--- src/rtl/apb_seq_pkg.sv ---
// Shared types and register map for the APB transfer sequencer.
// The state enum, beat index type and slave register offsets live here.
package apb_seq_pkg;

    typedef enum logic [2:0] {IDLE, GRANT, SETUP, ACCESS, DONE} seq_state_e;

    typedef logic [1:0] beat_t;

    localparam logic [31:0] REG_DEST  = 32'h0000_0000;
    localparam logic [31:0] REG_CMD   = 32'h0000_0004;
    localparam logic [31:0] REG_DATA  = 32'h0000_0008;
    localparam logic [31:0] REG_START = 32'h0000_000C;

    function automatic logic [31:0] beat_offset(input beat_t beat);
        logic [31:0] off;
        unique case (beat)
            2'd0:    off = REG_DEST;
            2'd1:    off = REG_CMD;
            2'd2:    off = REG_DATA;
            default: off = REG_START;
        endcase
        return off;
    endfunction

endpackage

--- src/rtl/rr_arbiter.sv ---
// Round-robin arbiter: grants the first requester at or after the pointer.
// The pointer moves past the granted requester whenever advance_i is high.
module rr_arbiter #(
    parameter int unsigned N_REQ = 4
) (
    input  logic             clk_i,
    input  logic             rst_i,
    input  logic [N_REQ-1:0] req_i,
    input  logic             advance_i,
    output logic [N_REQ-1:0] grant_o,
    output logic [2:0]       grant_idx_o
);

    logic [2:0]  ptr_q, ptr_d;
    logic [15:0] req_pad;
    logic [15:0] gnt_pad;
    logic [3:0]  j;
    logic [3:0]  nxt;
    logic        found;

    assign req_pad = 16'(req_i);
    assign grant_o = gnt_pad[N_REQ-1:0];

    always_comb begin
        gnt_pad     = '0;
        grant_idx_o = '0;
        found       = 1'b0;
        j           = '0;
        for (int k = 0; k < N_REQ; k++) begin
            // Scan starting at the pointer, wrapping at N_REQ.
            j = {1'b0, ptr_q} + 4'(k);
            if (j >= 4'(N_REQ)) begin
                j = j - 4'(N_REQ);
            end
            if (!found && req_pad[j]) begin
                found       = 1'b1;
                gnt_pad[j]  = 1'b1;
                grant_idx_o = j[2:0];
            end
        end
    end

    always_comb begin
        ptr_d = ptr_q;
        nxt   = {1'b0, grant_idx_o} + 4'd1;
        if (advance_i && found) begin
            ptr_d = (nxt >= 4'(N_REQ)) ? 3'd0 : nxt[2:0];
        end
    end

    always_ff @(posedge clk_i or posedge rst_i) begin
        if (rst_i) begin
            ptr_q <= '0;
        end else begin
            ptr_q <= ptr_d;
        end
    end

endmodule

--- src/rtl/apb_txn_sequencer.sv ---
// APB master sharing a 4-register transfer slave between N_REQ requesters.
// Each granted request becomes DEST, CMD, DATA and START writes in order.
module apb_txn_sequencer
    import apb_seq_pkg::*;
#(
    parameter int unsigned N_REQ      = 4,
    parameter logic [31:0] BASE_ADDR  = 32'h0000_0000,
    parameter logic [31:0] START_WORD = 32'h0000_0001,
    parameter int unsigned TIMEOUT    = 16
) (
    input  logic                PCLK,
    input  logic                PRESET,
    input  logic [N_REQ-1:0]    req_valid,
    output logic [N_REQ-1:0]    req_ready,
    input  logic [32*N_REQ-1:0] req_dest,
    input  logic [32*N_REQ-1:0] req_cmd,
    input  logic [32*N_REQ-1:0] req_data,
    output logic                done,
    output logic [2:0]          done_id,
    output logic                done_err,
    output logic                busy,
    output logic [31:0]         PADDR,
    output logic                PSEL,
    output logic                PENABLE,
    output logic                PWRITE,
    output logic [31:0]         PWDATA,
    input  logic                PREADY,
    input  logic                PSLVERR
);

    localparam int unsigned TW = $clog2(TIMEOUT + 1);

    seq_state_e        state_q, state_d;
    beat_t             beat_q, beat_d;
    logic [TW-1:0]     tmo_q, tmo_d;
    logic              err_q, err_d;
    logic [2:0]        idx_q, idx_d;
    logic [31:0]       dest_q, dest_d, cmd_q, cmd_d, data_q, data_d;
    logic [N_REQ-1:0]  grant;
    logic [2:0]        grant_idx;
    logic [31:0]       word;

    rr_arbiter #(
        .N_REQ(N_REQ)
    ) u_arb (
        .clk_i      (PCLK),
        .rst_i      (PRESET),
        .req_i      (req_valid),
        .advance_i  (state_q == GRANT),
        .grant_o    (grant),
        .grant_idx_o(grant_idx)
    );

    always_comb begin
        state_d = state_q;
        beat_d  = beat_q;
        tmo_d   = tmo_q;
        err_d   = err_q;
        idx_d   = idx_q;
        dest_d  = dest_q;
        cmd_d   = cmd_q;
        data_d  = data_q;
        unique case (state_q)
            IDLE: begin
                if (|req_valid) state_d = GRANT;
            end
            GRANT: begin
                // A requester may have withdrawn since IDLE; fall back if nobody is left.
                if (|grant) begin
                    idx_d   = grant_idx;
                    beat_d  = '0;
                    state_d = SETUP;
                    for (int i = 0; i < N_REQ; i++) begin
                        if (grant[i]) begin
                            dest_d = req_dest[i*32 +: 32];
                            cmd_d  = req_cmd[i*32 +: 32];
                            data_d = req_data[i*32 +: 32];
                        end
                    end
                end else begin
                    state_d = IDLE;
                end
            end
            SETUP: begin
                tmo_d   = '0;
                state_d = ACCESS;
            end
            ACCESS: begin
                if (PREADY) begin
                    if (PSLVERR) begin
                        err_d   = 1'b1;
                        state_d = DONE;
                    end else if (beat_q == 2'd3) begin
                        state_d = DONE;
                    end else begin
                        beat_d  = beat_q + 2'd1;
                        state_d = SETUP;
                    end
                end else if (tmo_q == TW'(TIMEOUT - 1)) begin
                    err_d   = 1'b1;
                    state_d = DONE;
                end else if (tmo_q != {TW{1'b1}}) begin
                    tmo_d = tmo_q + 1'b1;
                end
            end
            DONE: begin
                err_d   = 1'b0;
                state_d = IDLE;
            end
            default: state_d = IDLE;
        endcase
    end

    always_ff @(posedge PCLK or posedge PRESET) begin
        if (PRESET) begin
            state_q <= IDLE;
            beat_q  <= '0;
            tmo_q   <= '0;
            err_q   <= 1'b0;
            idx_q   <= '0;
            dest_q  <= '0;
            cmd_q   <= '0;
            data_q  <= '0;
        end else begin
            state_q <= state_d;
            beat_q  <= beat_d;
            tmo_q   <= tmo_d;
            err_q   <= err_d;
            idx_q   <= idx_d;
            dest_q  <= dest_d;
            cmd_q   <= cmd_d;
            data_q  <= data_d;
        end
    end

    always_comb begin
        unique case (beat_q)
            2'd0:    word = dest_q;
            2'd1:    word = cmd_q;
            2'd2:    word = data_q;
            default: word = START_WORD;
        endcase
    end

    // Outputs decode straight from state so an async reset clears them at once.
    always_comb begin
        req_ready = (state_q == GRANT) ? grant : '0;
        PSEL      = (state_q == SETUP) || (state_q == ACCESS);
        PENABLE   = (state_q == ACCESS);
        PWRITE    = PSEL;
        PADDR     = PSEL ? (BASE_ADDR + beat_offset(beat_q)) : '0;
        PWDATA    = PSEL ? word : '0;
        done      = (state_q == DONE);
        done_id   = done ? idx_q : '0;
        done_err  = done ? err_q : 1'b0;
        busy      = (state_q != IDLE);
    end

endmodule

--- config.mk ---
export PLATFORM = sky130hd
export DESIGN_NAME = apb_txn_sequencer
export DESIGN_NICKNAME = d
export VERILOG_FILES = /design/src/rtl/apb_seq_pkg.sv /design/src/rtl/rr_arbiter.sv /design/src/rtl/apb_txn_sequencer.sv
export SDC_FILE = /design/constraint.sdc
export NUM_CORES = 1
export LEC_CHECK = 0
export BUFFER_PORTS_ARGS = -buffer_cell sky130_fd_sc_hd__buf_2
export CAP_MARGIN = 40
export CORE_AREA = 2 2 184 186
export DETAILED_ROUTE_END_ITERATION = 10
export DIE_AREA = 0 0 186 188
export PLACE_DENSITY = 0.55
export SETUP_SLACK_MARGIN = 0.4
export SYNTH_ARGS = -nofsm -noshare
export SYNTH_HDL_FRONTEND = slang
export SYNTH_HIERARCHICAL = 1
export SYNTH_SLANG_ARGS = --single-unit
--- constraint.sdc ---
create_clock -name PCLK -period 5.15 [get_ports PCLK]
set_input_delay 0.515 -clock PCLK [delete_from_list [all_inputs] [get_ports PCLK]]
set_output_delay 0.515 -clock PCLK [all_outputs]
set_load 0.02 [all_outputs]
---- After elaboration in Yosys (flattened, before gate mapping) ----
Index checks and enable logic that the tools add are counted.
storage, ports and cells
  flip-flop bits (word level) ............. 113
  bits of input ports ..................... 392
  output and inout port bits .............. 77
  logic and storage cells ................. 153
operators by class
  add/subtract/negate cells ............... 10
  $lt $le $gt $ge ......................... 13
  eq/ne operators ......................... 19
  muxes and demuxes ....................... 72
  bitwise gates (word level) .............. 3
  reductions and logical operators ........ 27
operator list
  operator             count
  $mux 32              14
  $pmux 32 s3          1
  $mux 4               9
  $mux 3               11
  $lt 4x5->1 const B   4
  $bmux 1 s4           4
  $demux 1 s4          4
  $ge 4x1->1 const B   4
  $ge 4x3->1 const B   4
  $mux 1               16
  $mux 5               3
  $ne 2x2->1 const B   6
  $or 4x4->4           3
  $pmux 3 s4           1
  $pmux 4 s3           1
  $sub 4x3->4 const B  3
  $mux 2               5
  $pmux 5 s2           1
  $add 3x1->4 const B  2
  $add 3x2->4 const B  2
  $logic_and 1x1->1    8
  $reduce_or 4->1      2
  $eq 3x2->1 const B   2
  $reduce_and 3->1     2
  other kinds (25)     32

---- Longest topological paths before layout ----
Gate-level depths: netlist of run 1.
  depth after elaboration ................. 18
  mapped depth ............................ 16
  gate-level depth less buffers ........... 10

---- Hierarchy ----
Netlist of run 1, hierarchy kept.
modules (own cells, without submodules)
  module             times used  cells each  area each (um2)  seq. area each (um2)
  apb_txn_sequencer  1           966         8237.9           2752.6
  rr_arbiter         1           65          575.6            75.1

---- Least setup slack after synthesis of run 1 ----
OpenSTA, ideal clock, no wires.
  path type ............................... register -> output
  start point ............................. reg u_arb.ptr_q[1]
  end point ............................... out req_ready[2]
  arrival ................................. 3465 ps
  data required time ...................... 4635 ps
  slack ................................... 1170 ps
  stages on the path, launching flop included .. 13
  path buffers ............................ 4
  path through ............................ dfrtp_1 > clkbuf_1 > inv_1 > ha_1 > mux2_2 > a221o_1 > nor3_2 > nand2_1 > nand2_1 > clkbuf_1 > clkbuf_1 > clkbuf_1 > and2_1
on the way
  longest elaborated chain between the ends .. 15
  elaborated cells on any way between the ends .. 60
  classes of those cells .................. add/sub: 7; order compare: 12; mux: 28; bitwise: 3; reduce/logical: 10
RTL lines
  item                                                 line                      source
  from (decl)                                          rr_arbiter.sv:14          logic [2:0] ptr_q, ptr_d;
  from (signal assigned)                               rr_arbiter.sv:55          ptr_q <= ptr_d;
  branches (longest 13 deep; another with $lt 4x5->1)  -
  $mux 4 *                                             rr_arbiter.sv:35          if (!found && req_pad[j]) begin
  via grant[2]                                         apb_txn_sequencer.sv:39   logic [N_REQ-1:0] grant;
  $mux 4 *                                             apb_txn_sequencer.sv:147  req_ready = (state_q == GRANT) ? grant : '0;
  to (decl)                                            apb_txn_sequencer.sv:14   output logic [N_REQ-1:0] req_ready,
Mark *: on every way through the listed nets, which the timed path passes. The select of a mux whose other input is x is not followed.

---- Worst setup path after layout of run 1 ----
  start point ............................. reg u_arb.ptr_q[1]
  end point ............................... out req_ready[3]
Same word-level chain as after synthesis.

==> summary.md, run 1 <==
| Metric | Value |
|---|---|
| Run status | finished, final reports clean |
| Mapped Area | 8810 um^2 |
| Ports | 469 |
| FFs w/ async S/R, synth | 100% |
| WP data arrival | about 4.0 ns |
| Slew at the pin with the worst max-slew slack | approximately 0.74 ns |
| Grt total ovfl | 0 |
| Top layer in use | met5 |
| Crit-path cells | inv_1 -> ha_1 -> mux2_2 -> a221o_1 -> nor3_2 -> nand2_1 -> nand2_4 -> buf_4 -> and2_1 -> buf_2 |
| Post-detailed-route wirelength per cell | 19.9 um |
| Psw | 4.65 mW |
| Final core occ | roughly 36% |
| Part of the power in combinational logic | approximately 67% |
| P_int | between 4 and 5 mW |
| Via/cell ratio | a little over 5 |
| Final worst setup slack | 0.680 ns |
| Critical path type | register to primary output |
| I/O Buffers | between 400 and 500 |
| Layout Skew | 0.0121 ns |
| Leakage | approximately 5.2 nW |
| DRC Markers | 0 |
| Leading cell type in the layout, fill and taps excluded | buf_2 |
| Switching Share | approximately 51% |
| Area share of the leading cell type in the synthesized netlist | 32.1% |
| Maximum clock rate | about 220 MHz |
| Post-synthesis sequential area ratio | between 30% and 40% |
| WL final | approximately 37 mm |
| Rows | 67 |
| NumNets Final | 1806 |
| Worst Hold Class | primary input to register |
| Critical path required time | ~4.6 ns |
| Slew Limit Fails | 0 |
| Top FF cell, synth | dfrtp_1 |
| Drt pass-1 iters | 8 |
| Period minus WS final | 4.47 ns |
| CTS root buf | clkbuf_16 |
| Worst ir drop on vdd | ~540 uV |
| Clock Sinks | 113 |
| GP Congestion | around 0.84 |
| Metal-1 WL | 14.9 mm |
| Met3 routed WL | roughly 2.4 mm |
| Avg Cell Area, Syn | about 8.5 um^2 |
| Via count | around 9500 |
| Slowest-stage cell, CP | dfrtp_1 |
| Worst setup EP type | primary output |
| Post-DP HPWL | 27.8 mm |
| Setup WS pre-CTS | between 0.6 and 0.7 ns |
| CP max stage delay | slightly below 0.6 ns |
| Synth-to-layout area growth | 35.3% |
| Largest cells by area after synthesis | dfrtp_1 (32%), mux2_2 (13%), o211ai_1 (8.3%), nand2b_1 (7.1%), a31oi_1 (6.8%) |
| Cell taking the most area after synthesis | dfrtp_1 |
| Die Ht | approximately 190 um |
| H-tree depth | 4 |
| #FFs+latches synth | 113 |
| Initial core utilization | 26.6% |
| WHS | approximately 0.36 ns |
| Global-route usage over all layers | between 20% and 30% |
| ANT nets after route | 0 |
| Cts bufs inserted | 17 |
| Die area | 35000 um^2 |
| Core Region | approximately 33000 um^2 |
| Max clock buf depth | 2 |
| Maxcap violations | 0 |
| Pwr/cell area | 757 nW/um^2 |
| Share of cells above drive strength 1 | 42.7% |
| Worst skew pair latency | about 0.4 ns |
| YS warnings | 6 |
| Largest net degree at the start of global routing | around 130 |
| Slew margin rel. | between 50 and 60% |
| Clock power frac | a little over an eighth |
| # setup viols final | 0 |
| Setup TNS | 0 ns |
| Count of cell types in the netlist | 48 |
| Vias in the first global route | ~9400 |
| Startpoint Class | register |
| Number of synthesized flops with an enable pin | 0 |
| Antenna violations before repair | 3 |
| Post-Synthesis Cells | 1031 |
| RSZ-0062 raised after global routing | no |
| Starting DRT DRC Count | roughly 690 |
| Fin crit share | approximately 87% |
| Part of the power in registers | between 10% and 20% |
| Met2 wire len | around 19 mm |
| CTS tree | yes |
| First-pass GRT wire length | 54.7 mm |
| Fin. Hold Viols | 0 |
| Most frequent cells in the layout | buf_2 (438), nand2_1 (112), dfrtp_1 (112), a21oi_1 (102), mux2_2 (101) |
| CP Max Fanout | 56 |
| Postcts setup bufs | 0 |
| Reg clk slew, reported paths | around 0.060 ns |
| Die X | roughly 190 um |
cells by family after synthesis:
logic type / Yosys count / synth area share, %
compound gates: 357 / 27.3
fa+ha+maj: 16 / 2.27
buf+inv: 150 / 8.36
flops: 113 / 32.1
mux: 107 / 13.9
other cells: 2 / 0.0852
simple gates: 286 / 16.0
synth_stat cells (all sizes together) (3+ instances only):
master / number
nand2b: 100
a211o: 3
o211ai: 97
buf: 44
or3: 3
nor2: 39
a31oi: 96
nor3: 4
nand2: 115
nand3: 4
o21ai: 4
a211oi: 3
dfrtp: 113
mux2: 101
mux2i: 4
inv: 12
a21oi: 102
and2: 12
ha: 16
clkbuf: 93
a222oi: 35
what timing repair did:
action	CTS	global route
setup endpoints to repair	0	3
hold buffers	1	0
endpoints found under the hold margin	3	0
gates resized for setup	0	2
critical path: cells and delay by family, from the launching register on:
kind,cells,cell delay [ns]
multiplexers,1,0.38
AO/OA/AOI/OAI,1,0.42
AND/OR/NAND/NOR,4,0.81
flip-flops,1,0.58
buffers and inverters,3,0.90
adder cells (fa/ha/maj),1,0.42
per-stage QoR:
stage / cells / area [um^2] / power (mW)
global route: 1860 / 11900 / 9.75
global placement: 1819 / 11100 / 7.65
floorplan: 1060 / 8920 / 5.93
CTS: 1859 / 11900 / 9.15
detailed placement: 1826 / 11300 / 7.90
finish: 1861 / 11900 / 9.02
sequential cells by signal, indices dropped and copies added (netlist names):
register	count
err_q	1
idx_q	3
tmo_q	5
cmd_q	32
dest_q	32
beat_q	2
state_q	3
data_q	32
u_arb/ptr_q	3
area by class of cell:
class                   count  area [um^2]
fillers                  3527        21200
multi-input cells         797         5400
flip-flops and latches    113         2830
repair buffers            456         2490
well taps                 448          561
clock buffers              20          447
clock inverters            12          135
inverters                  13         56.3
diodes                      2         5.00
power groups by stage:
stage | Sequential [mW] | Clock, mW | Combinational (mW)
6_report | 1.79 | 1.20 | 6.03
5_1_grt | 1.85 | 1.27 | 6.63
4_1_cts | 1.81 | 1.24 | 6.10
3_5_place_dp | 1.82 | 0 | 6.07
3_3_place_gp | 1.82 | 0 | 5.82
2_1_floorplan | 1.55 | 0 | 4.39
path summary, 6_finish.rpt:
kind / slack, ns / cells past startpoint / startpoint / to
worst max register to register: 0.75 / 12 / u_arb/ptr_q[1] / beat_q[0]
min in group asynchronous: 0.57 / 3 / PRESET / u_arb/ptr_q[2]
worst min register to register: 0.50 / 1 / idx_q[1] / idx_q[1]
worst max-delay path: 0.68 / 10 / u_arb/ptr_q[1] / req_ready[3]
worst min-delay path: 0.36 / 3 / req_dest[125] / dest_q[29]
max in group asynchronous: 3.74 / 4 / PRESET / data_q[5]
metal layers:
| metal | vias to the layer above | global-route usage [%] |
|---|---|---|
| met1 | 4549 | 24.5 |
| met5 | - | 0 |
| met4 | 2 | 5.24 |
| li1 | 4515 | - |
| met3 | 28 | 4.08 |
| met2 | 408 | 37.4 |
(Power assumes the default switching activity.)
==> run 2, diff against run 1 <==
==> constraint.sdc (replaced) <==
create_clock -name PCLK -period 5.15 [get_ports PCLK]
set_input_delay 0.7725 -clock PCLK [delete_from_list [all_inputs] [get_ports PCLK]]
set_output_delay 0.7725 -clock PCLK [all_outputs]
set_load 0.02 [all_outputs]
==> run 2 against run 1 <==
- worst hold slack got worse by 0.088 ns
- clock-buffer cell count is 1 higher
- power decreased by 0.74%
- die area unchanged
- design area decreased by 0.24%
- routed wire length is 1.4% higher
- non-clock buffer count grew 1
- via count down 0.19%
- maximum frequency is 0.50% lower
- clock power is 3% lower
- cell count unchanged
- critical path type unchanged
- critical endpoint is now req_ready[1]
- largest cell class unchanged
==> summary.md, run 2 (synthesis gave the netlist of run 1 again) <==
| Metric | Value |
|---|---|
| Crit-path cells | inv_1 -> ha_1 -> mux2_2 -> a221o_1 -> nor3_2 -> nand2_1 -> nand2_4 -> buf_4 -> and2_1 -> buf_2 (unchanged) |
| Largest net degree at the start of global routing | 87 (was 127) |
| CP Buf/Inv Count | 3 (unchanged) |
| RSZ-0062 raised after global routing | no (unchanged) |
| I/O Buffers | 438 (unchanged) |
| Cts bufs inserted | 17 (unchanged) |
| Slowest-stage cell, CP | dfrtp_2 (was dfrtp_1) |
| Die area | 35000 um^2 (unchanged) |
| Run status | finished, final reports clean (unchanged) |
| Initial core utilization | 26.6% (unchanged) |
| CP max stage delay | 0.53 ns (was 0.58 ns) |
| Die X | 186 um (unchanged) |
| Starting DRT DRC Count | 592 (was 689) |
| Leading cell type in the layout, fill and taps excluded | buf_2 (unchanged) |
| Core Region | 33100 um^2 (unchanged) |
| CP Max Fanout | 29 (was 56) |
| Worst skew pair latency | 0.42 ns (was 0.41 ns) |
| Finished Layout Cells | 1861 (unchanged) |
| Cells after DPL | 1828 (was 1826) |
| Post-CTS Hold Buffers | 0 (was 1) |
| ANT nets after route | 0 (unchanged) |
| Rows | 67 (unchanged) |
| Switching Share | 51.3% (was 51.5%) |
| Maxcap violations | 0 (unchanged) |
| Worst setup EP type | primary output (unchanged) |
| Via count | 9484 (was 9502) |
| Design Power | 8.95 mW (was 9.02 mW) |
| Part of the power in registers | 20.2% (was 19.9%) |
| Clock power frac | 13.0% (was 13.3%) |
| Critical path required time | 4.38 ns (was 4.64 ns) |
| Worst ir drop on vdd | 638 uV (was 541 uV) |
| WL final | 37.6 mm (was 37.1 mm) |
| Slew margin rel. | 47.6% (was 50.4%) |
| Slew Limit Fails | 0 (unchanged) |
| Slew at the pin with the worst max-slew slack | 0.786 ns (was 0.744 ns) |
| Post-DP Area | 11300 um^2 (about the same) |
| Max clock buf depth | 2 (unchanged) |
| Post-DP HPWL | 28.8 mm (was 27.8 mm) |
| Postcts setup bufs | 0 (unchanged) |
| CTS root buf | clkbuf_16 (unchanged) |
| GP Congestion | 0.826 (was 0.839) |
| Setup TNS | 0 ns (unchanged) |
| Most frequent cells in the layout | buf_2 (438), nand2_1 (112), dfrtp_1 (111), a21oi_1 (102), mux2_2 (101) (was buf_2 (438), nand2_1 (112), dfrtp_1 (112), a21oi_1 (102), mux2_2 (101)) |
| Fin crit share | 87.2% (was 86.8%) |
| Fillers | 3495 (was 3527) |
| Worst Hold Class | primary input to asynchronous set/reset pin (was primary input to register) |
| R2R Setup Slk | 0.82 ns (was 0.75 ns) |
| WP data arrival | 3.72 ns (was 3.95 ns) |
| First-pass GRT wire length | 55.4 mm (was 54.7 mm) |
| Die Ht | 188 um (unchanged) |
| DRC Markers | 0 (unchanged) |
| Via/cell ratio | 5.10 (was 5.11) |
| Ports | 469 (unchanged) |
| Fin. Hold Viols | 0 (unchanged) |
| Final instance area | 11900 um^2 (about the same) |
| Antenna violations before repair | 5 (was 3) |
| CTS tree | yes (unchanged) |
| # setup viols final | 0 (unchanged) |
| Startpoint Class | register (unchanged) |
| Psw | 4.59 mW (was 4.65 mW) |
| Leakage | 5.17 nW (about the same) |
| Regs by FF count | cmd_q (32), data_q (32), dest_q (32) (unchanged) |
| NumNets Final | 1807 (was 1806) |
| Clock Sinks | 113 (unchanged) |
| Reg clk slew, reported paths | 0.06 ns (about the same) |
| Share of cells above drive strength 1 | 42.8% (was 42.7%) |
| Vias in the first global route | 9485 (was 9376) |
| Delay-heaviest family, CP | simple AND/OR/NAND/NOR gates (was buffers and inverters) |
| H-tree depth | 4 (unchanged) |
| P_int | 4.37 mW (was 4.38 mW) |
| Global-route usage over all layers | 20.9% (was 20.6%) |
| Grt total ovfl | 0 (unchanged) |
| Period minus WS final | 4.49 ns (was 4.47 ns) |
| Layout Skew | 0.0144 ns (was 0.0121 ns) |
| Part of the power in combinational logic | 66.8% (about the same) |
| Pwr/cell area | 753 nW/um^2 (was 757 nW/um^2) |
| Maximum clock rate | 223 MHz (was 224 MHz) |
| Critical path type | register to primary output (unchanged) |
| Post-detailed-route wirelength per cell | 20.2 um (was 19.9 um) |
| WHS | 0.275 ns (was 0.363 ns) |
| Synth-to-layout area growth | 35.0% (was 35.3%) |
| Drt pass-1 iters | 6 (was 8) |
[run 2: worst paths after layout]
check                           cells after the start      startpoint              to
worst max-delay path                               10  u_arb/ptr_q[0]    req_ready[1]
worst min-delay path                                2          PRESET  u_arb/ptr_q[1]
worst max register to register                     11  u_arb/ptr_q[0]      data_q[20]
worst min register to register                      1        idx_q[2]        idx_q[2]
max in group asynchronous                           3          PRESET       cmd_q[24]
min in group PCLK                                   1        idx_q[2]        idx_q[2]
[run 2: per-layer routing]
layer  vias up  track usage [%]  wire length, um
met5         -                0               12
met4         2             6.03              775
met3        39             4.12             2640
met2       433             38.0            19400
met1      4493             24.6            14700
li1       4517                -                -
[run 2: per-stage QoR]
| step | util (%) | setup WS [ns] |
|---|---|---|
| 2_1_floorplan | - | 0.912 |
| 3_3_place_gp | 33.6 | 0.696 |
| 3_5_place_dp | 34.2 | 0.663 |
| 4_1_cts | 35.9 | 0.433 |
| 5_1_grt | 35.9 | 0.434 |
| 6_report | 35.9 | 0.658 |
[run 2: layout make-up]
type                    count  area, um^2  share of cell area (%)
well taps                 448         561                    4.71
flip-flops and latches    113        2830                    23.8
repair buffers            457        2480                    20.8
inverters                  13        56.3                   0.473
clock buffers              21         450                    3.79
diodes                      2        5.00                  0.0421
multi-input cells         797        5400                    45.4
clock inverters            10         113                   0.947
[run 2: timing repair]
action,in CTS,in global routing
endpoints found under the hold margin,0,0
resized for setup,0,2
setup endpoints to repair,0,37
[run 2: power by group through the flow]
stage	Combinational [mW]	Clock [mW]	Sequential, mW
2_1_floorplan	4.39	0	1.55
3_3_place_gp	5.78	0	1.83
3_5_place_dp	6.06	0	1.84
4_1_cts	6.08	1.20	1.83
5_1_grt	6.62	1.22	1.86
6_report	5.98	1.16	1.81
